### config.mk
export PLATFORM = sky130hd
export DESIGN_NAME = queue_sequencer
export DESIGN_NICKNAME = d
export VERILOG_FILES = /design/src/rtl/queue_sequencer_pkg.sv /design/src/rtl/queue_sequencer_rise_detect.sv /design/src/rtl/queue_sequencer.sv
export SDC_FILE = /design/constraint.sdc
export NUM_CORES = 1
export LEC_CHECK = 0
export CORE_MARGIN = 2
export CORE_UTILIZATION = 43
export DETAILED_ROUTE_END_ITERATION = 10
export PLACE_DENSITY_LB_ADDON = 0.1
export SYNTH_ARGS = -nofsm -noshare
export SYNTH_HDL_FRONTEND = slang
export SYNTH_HIERARCHICAL = 1
export SYNTH_SLANG_ARGS = --single-unit
### constraint.sdc
create_clock -name i_clock_1MHz -period 2.8 [get_ports i_clock_1MHz]
set_input_delay 0.42 -clock i_clock_1MHz [delete_from_list [all_inputs] [get_ports i_clock_1MHz]]
set_output_delay 0.42 -clock i_clock_1MHz [all_outputs]
set_load 0.05 [all_outputs]
### src/rtl/queue_sequencer_pkg.sv
// Shared types and widths for queue_sequencer and its bench.
package tb_pkg_defs;

    localparam int WORD_W = 8;
    localparam int LEN_W  = 4;

    typedef enum logic [1:0] {
        IDLE = 2'd0,
        HOLD = 2'd1,
        PUSH = 2'd2
    } seq_state_t;

endpackage

### src/rtl/queue_sequencer_rise_detect.sv
// One-bit rising-edge detector: previous sample registered, rise = now & ~prev.
module rise_detect (
    input  logic i_clk,
    input  logic i_rst,
    input  logic i_d,
    output logic o_rise
);

    logic r_prev;

    always_ff @(posedge i_clk) begin
        if (i_rst) r_prev <= 1'b0;
        else       r_prev <= i_d;
    end

    assign o_rise = i_d & ~r_prev;

endmodule

### src/rtl/queue_sequencer.sv
// Sequencer between serial deserializer and word queue: latches bytes, strobes push/pop, tracks occupancy.
// Optional periodic auto-drain of the queue when AUTO_DRAIN_EN is defined.
//
// state | meaning
// IDLE  | ready for a new serial byte (status high)
// HOLD  | byte held, waiting for enqueue request and a free slot
// PUSH  | one-cycle push strobe of the held byte
module queue_sequencer
    import tb_pkg_defs::*;
#(
    parameter int DEPTH        = 8,
    parameter int DRAIN_CYCLES = 1000
) (
    input  logic              i_clock_1MHz,
    input  logic              i_rst,
    input  logic              i_deser_valid,
    input  logic [WORD_W-1:0] i_deser_word,
    input  logic              i_enqueue_in,
    input  logic              i_dequeue_in,
    output logic              o_deser_ack,
    output logic              o_status_out,
    output logic              o_q_enq,
    output logic              o_q_deq,
    output logic [WORD_W-1:0] o_q_data,
    output logic [LEN_W-1:0]  o_len_out,
    output logic              o_full_out,
    output logic              o_empty_out
);

    localparam logic [LEN_W-1:0] DEPTH_L = LEN_W'(DEPTH);

    seq_state_t        r_state, w_state_next;
    logic              r_pending, w_pending_next;
    logic [WORD_W-1:0] r_hold, w_hold_next;
    logic              w_ack_next, w_enq_next;
    logic              r_deser_ack, r_status, r_q_enq, r_q_deq, r_full, r_empty;
    logic [LEN_W-1:0]  r_len;
    logic [LEN_W:0]    w_len_eff;
    logic              w_enq_rise, w_deq_rise, w_pop;

    rise_detect u_enq_rise (
        .i_clk  (i_clock_1MHz),
        .i_rst  (i_rst),
        .i_d    (i_enqueue_in),
        .o_rise (w_enq_rise)
    );

    rise_detect u_deq_rise (
        .i_clk  (i_clock_1MHz),
        .i_rst  (i_rst),
        .i_d    (i_dequeue_in),
        .o_rise (w_deq_rise)
    );

    // Occupancy including strobes currently in flight; a pop must never be granted against a word already leaving.
    assign w_len_eff = {1'b0, r_len}
                     + {{LEN_W{1'b0}}, r_q_enq}
                     - {{LEN_W{1'b0}}, r_q_deq};

`ifdef AUTO_DRAIN_EN
    localparam int CNT_W = $clog2(DRAIN_CYCLES) + 1;

    logic [CNT_W-1:0] r_drain_cnt;
    logic             w_drain_fire;

    assign w_drain_fire = (r_drain_cnt == CNT_W'(DRAIN_CYCLES - 1));
    assign w_pop        = (w_deq_rise | w_drain_fire) & (w_len_eff != '0);

    always_ff @(posedge i_clock_1MHz) begin
        if (i_rst)                                       r_drain_cnt <= '0;
        else if (w_pop || w_drain_fire || r_len == '0)   r_drain_cnt <= '0;
        else                                             r_drain_cnt <= r_drain_cnt + CNT_W'(1);
    end
`else
    assign w_pop = w_deq_rise & (w_len_eff != '0);
`endif

    always_comb begin
        w_state_next   = r_state;
        w_pending_next = r_pending;
        w_hold_next    = r_hold;
        w_ack_next     = 1'b0;
        w_enq_next     = 1'b0;
        case (r_state)
            IDLE: begin
                if (i_deser_valid) begin
                    w_hold_next  = i_deser_word;
                    w_ack_next   = 1'b1;
                    w_state_next = HOLD;
                end
            end
            HOLD: begin
                // Registered len only: a pop at full frees the slot a cycle before the deferred push.
                w_pending_next = r_pending | w_enq_rise;
                if (w_pending_next && (r_len < DEPTH_L)) begin
                    w_state_next = PUSH;
                    w_enq_next   = 1'b1;
                end
            end
            PUSH: begin
                w_pending_next = 1'b0;
                w_state_next   = IDLE;
            end
            default: begin
                w_pending_next = 1'b0;
                w_state_next   = IDLE;
            end
        endcase
    end

    always_ff @(posedge i_clock_1MHz) begin
        if (i_rst) begin
            r_state     <= IDLE;
            r_pending   <= 1'b0;
            r_hold      <= '0;
            r_deser_ack <= 1'b0;
            r_status    <= 1'b1;
            r_q_enq     <= 1'b0;
            r_q_deq     <= 1'b0;
            r_len       <= '0;
            r_full      <= 1'b0;
            r_empty     <= 1'b1;
        end else begin
            r_state     <= w_state_next;
            r_pending   <= w_pending_next;
            r_hold      <= w_hold_next;
            r_deser_ack <= w_ack_next;
            r_status    <= (w_state_next == IDLE);
            r_q_enq     <= w_enq_next;
            r_q_deq     <= w_pop;
            r_len       <= w_len_eff[LEN_W-1:0];
            r_full      <= (w_len_eff == (LEN_W+1)'(DEPTH));
            r_empty     <= (w_len_eff == '0);
        end
    end

    assign o_deser_ack  = r_deser_ack;
    assign o_status_out = r_status;
    assign o_q_enq      = r_q_enq;
    assign o_q_deq      = r_q_deq;
    assign o_q_data     = r_hold;
    assign o_len_out    = r_len;
    assign o_full_out   = r_full;
    assign o_empty_out  = r_empty;

endmodule

; ---- Word-level counts from Yosys, hierarchy flattened
; Cells that the tools add are included.
[totals]
wordCells = 39
latch_bits = 0
reg_bits = 23
memories = 0
mem_bits_rw = 0
romBits = 0
[classes]
multipliers = 0
n_reduce_logical = 8
magnitude_cmp = 1
eq_ne = 2
shift = 0
muxes = 6
div_mod_pow = 0
bitwise_logic = 8
add_sub_neg = 2
[op_table]
columns = cell, n
row1 = $add A4 B1 Y5, 1
row2 = $eq A5 B4 Y1 const B, 1
row3 = $logic_not A5 Y1, 1
row4 = $reduce_bool A5 Y1, 1
row5 = $sub A5 B1 Y5, 1
row6 = $logic_not A2 Y1, 2
row7 = $lt A4 B4 Y1 const B, 1
row8 = $mux W2, 2
row9 = $not A1 Y1, 4
row10 = $pmux W2 S2, 1
row11 = $reduce_or A2 Y1, 2
row12 = $and A1 B1 Y1, 3
row13 = $eq A2 B1 Y1 const B, 1
row14 = $mux W1, 2
row15 = $pmux W1 S2, 1
row16 = $reduce_and A2 Y1, 1
row17 = $logic_and A1 B1 Y1, 1
row18 = $or A1 B1 Y1, 1

; ---- Depth between registers and ports, before layout
[logic_depth]
word_depth = 7
depth_mapped = 10
ltp_nobuf = 10

; ---- Hierarchy
; Netlist, hierarchy kept.
[by_module_without_submodules]
columns = module, n_inst, area_per_inst_um2, cells_each
row1 = queue_sequencer, 1, 862.1, 83
row2 = rise_detect, 2, 47.5, 3

; ---- Worst setup path after synthesis
; Ideal clock, no wire load.
[synth_path]
path_kind = reg-to-reg
startpoint = reg r_len[0], in the netlist o_len_out[0]
endpoint = reg r_full, in the netlist o_full_out
path_slack_ns = 0.420
setup_time_ns = 0.091
synth_period_minus_slack_ns = 2.380
arrival_ns = 2.289
required_time_ns = 2.709
stages_incl_launch_ff = 11
path_cell_list = dfxtp_1 inv_1 ha_1 inv_1 ha_1 inv_1 fa_1 nand2b_1 a21oi_2 xnor2_2 nor4bb_1
[synth_via]
elab_chain_cells = 3
[synth_rtl]
columns = item, line_no
row1 = "start, declared", queue_sequencer.sv:37  ; logic [LEN_W-1:0] r_len;
row2 = "start signal, assigned", queue_sequencer.sv:131  ; r_len <= w_len_eff[LEN_W-1:0];
row3 = $add A4 B1 Y5, queue_sequencer.sv:57  ; + {{LEN_W{1'b0}}, r_q_enq}
row4 = $sub A5 B1 Y5, queue_sequencer.sv:58  ; - {{LEN_W{1'b0}}, r_q_deq};
row5 = $eq A5 B4 Y1, queue_sequencer.sv:132  ; r_full <= (w_len_eff == (LEN_W+1)'(DEPTH));
row6 = "end signal, assigned", queue_sequencer.sv:132
row7 = "end, declared", queue_sequencer.sv:36  ; logic r_deser_ack, r_status, r_q_enq, r_q_deq, r_full, r_empty;
; No other way between the ends.
; A chain may end at the register's enable or synchronous reset.

; ---- Worst setup path after layout
; Same ends and word-level chain as after synthesis.

==> flow_summary.yaml <==
cells_and_area:
  fin_cells: 150
  layout.nets: 142
  fillCellCount: 196
  post-route-util_pct: 61.50
  antenna_cells: 0
  final_cell_mix: "clkdlybuf4s50_1 (30), dfxtp_1 (23), nor2_1 (16)"
  area_growth_pct: 38.04
  design_area_sq_um: 1321
  layout-drive-gt1-share_pct: 13.11
  layout_commonest_cell: "clkdlybuf4s50_1"
power:
  clkPwrFrac_pct: 13.3
  ir_worst_vdd_mv: 0.4396
  total_power_mw: 1.185
  leakagePower_nw: 0.5661
  p_seq_share_pct: 34.6
  p_int_mw: 0.6890
  switching_power_mw: 0.4961
  swShare_pct: 41.86
  power_density_nw_per_um2: 896.9
  power_frac_comb_pct: 52.1
floorplan:
  dieArea_sq_um: 2619
  io_pins: 31
  placementRows: 17
  core-area_sq_um: 2148
  die_w_um: 51.18
  fp.dieH_um: 51.18
  initial_core_util_pct: 44.55
place:
  dp.cells: 146
  post_dp_cell_area_sq_um: 1291
  dpl.hpwl_um: 1260
  post-place-ws_ns: 0.6916
  place_congestion: 0.7289
  io_buffers: 30
cts:
  cts_hold_buf: 0
  post_cts_buffers: 0
  post_cts.resized_instances: 0
  htree_levels: 1
  numCtsBuffers: 3
  clock_sinks: 23
  cts_max_path_buffers: 2
  cts_tree: "yes"
  path_clk_slew_ns: 0.13
  cts_root_buf: "clkbuf_4"
  clk_latency_ns: 0.31
sta:
  finalHoldViolations: 0
  clock_skew_ns: 0.004404
  whs_ns: 0.4742
  min_period_over_period_pct: 75.88
  grt_setup_unrepaired: "false"
  setup_ws_ns: 0.6753
  finalSetupTns_ns: 0
  tightest_slew_ns: 0.5000
  fin_crit_ns: 2.125
  slew_headroom_pct: 66.56
  final_max_slew_viol_count: 0
  max_freq_mhz: 470.7
  finalSetupViolations: 0
min_path:
  hp-class: "reg2reg"
  hold_depth: 1
critical_path:
  critPathKind: "reg2reg"
  start_kind: "flip-flop"
  reg2reg_depth: 10
  crit_start: "o_len_out[0]"
  worstPathMaxFanout: 3
  cp-endpoint: "o_full_out"
  end_kind: "flip-flop"
  worst-r2r-setup-slack_ns: 0.68
  reg2reg_from: "o_len_out[0]"
  r2r_end: "o_full_out"
  critical_path_required_ns: 3.03
  cp_data_arrival_time_ns: 2.36
global_route:
  grt_max_degree: 15
  grt_usage_pct: 14.50
  grt_pass1_wl_um: 2739
  first_global_vias: 679
  grt_remaining_overflow: 0
  grt_antenna_before_repair: 0
detailed_routing:
  wl_met1_um: 713
  dr.pass1.iters: 4
  met2_length_um: 756
  drt_iter0_drc: 4
  dr_wl_met3_um: 113
  ant_nets: 0
  avgRoutedWirePerCell_um: 10.78
  via_per_inst: 4.607
  drc: 0
  topRoutingLayerUsed: "met4"
  via_count: 691
  wl_um: 1617
synth:
  yosysSeqAreaShare_pct: 48.10
  synth_cell_types: 26
  ys_seq_elements: 23
  syn_inst: 89
  synth_area_sq_um: 957.2
  syn-num-nets: 108
  syn_area_per_cell_sq_um: 10.75
  yosysWarnings: 6
outcome:
  outcome: "completed"
run:
  maxCapViolations: 0
[layout make-up]
class	count	area, sq um	area share (%)
Sequential cell	23	460.4	34.85
Multi-Input combinational cell	54	446.7	33.81
Tap cell	28	35.03	2.652
Timing Repair Buffer	32	315.3	23.86
Clock buffer	3	22.52	1.705
Inverter	9	33.78	2.557
Clock inverter	1	7.507	0.5682
[Yosys cell counts]
cell       n  share of area [%]
dfxtp_1   23                 48
xnor2_2    1                1.7
buf_2      1               0.52
nor2b_4    4                5.8
fa_1       1                2.1
a311oi_2   1                1.6
nand2b_1   2                1.3
a31o_1     1               0.92
inv_1      9                3.5
and3b_2    1                1.0
xor2_2     1                1.7
o21ai_0    1               0.52
a21oi_2    2                1.8
nor2b_1    1               0.65
nor3b_1    1               0.78
and3_1     2                1.3
mux2i_1    8                8.4
ha_1       5                6.5
a21o_1     1               0.78
xor2_1     1               0.92
buf_4      1               0.78
clkbuf_1   1               0.39
nor4bb_1   1                1.0
nor2_1    16                6.3
a21oi_1    2                1.0
nor3_1     1               0.52
[cells by family (layout without fill, tap and decap cells)]
group / Yosys count / count (layout) / synth area share [%]
buffers and inverters: 12 / 45 / 5.228
adder cells (fa/ha/maj): 6 / 6 / 8.628
AO/OA/AOI/OAI: 8 / 8 / 6.667
XOR/XNOR: 3 / 3 / 4.315
AND/OR/NAND/NOR: 29 / 29 / 18.69
multiplexers: 8 / 8 / 8.366
flip-flops: 23 / 23 / 48.10
[state kept, by name (all words and copies together) (netlist names)]
signal / flops
o_status_out: 1
r_state: 2
u_deq_rise/r_prev: 1
o_full_out: 1
o_deser_ack: 1
o_q_deq: 1
r_pending: 1
u_enq_rise/r_prev: 1
o_empty_out: 1
o_len_out: 4
o_q_data: 8
o_q_enq: 1
[power by group through the flow]
stage	Clock, mW	Combinational (mW)	Sequential, mW
3_5_place_dp	0	0.623	0.418
3_3_place_gp	0	0.612	0.417
5_1_grt	0.175	0.673	0.416
2_1_floorplan	0	0.309	0.574
6_report	0.157	0.618	0.410
4_1_cts	0.167	0.624	0.411
[worst min-delay path by stage]
stage	startpoint	to	slack [ns]
2_1_floorplan	r_state[1]	r_pending	0.42
3_3_place_gp	r_state[1]	r_pending	0.45
3_5_place_dp	r_state[1]	r_pending	0.45
4_1_cts	r_state[1]	r_pending	0.48
5_1_grt	r_state[1]	r_pending	0.50
6_report	r_state[1]	r_pending	0.47
[layer usage]
metal / GRT usage [%] / vias to the layer above
met2: 23.81 / 24
met4: 9.459 / 0
met3: 3.801 / 4
met5: 0 / -
met1: 16.51 / 309
li1: - / 354
[worst max-delay path, stage by stage, from the launching register on]
cell	delay [ns]
dfxtp_1	0.35
inv_1	0.05
ha_1	0.26
inv_1	0.06
ha_1	0.15
inv_1	0.05
fa_1	0.38
nand2b_1	0.17
a21oi_2	0.17
xnor2_2	0.15
nor4bb_1	0.27
Power figures use the tool's default switching activity.
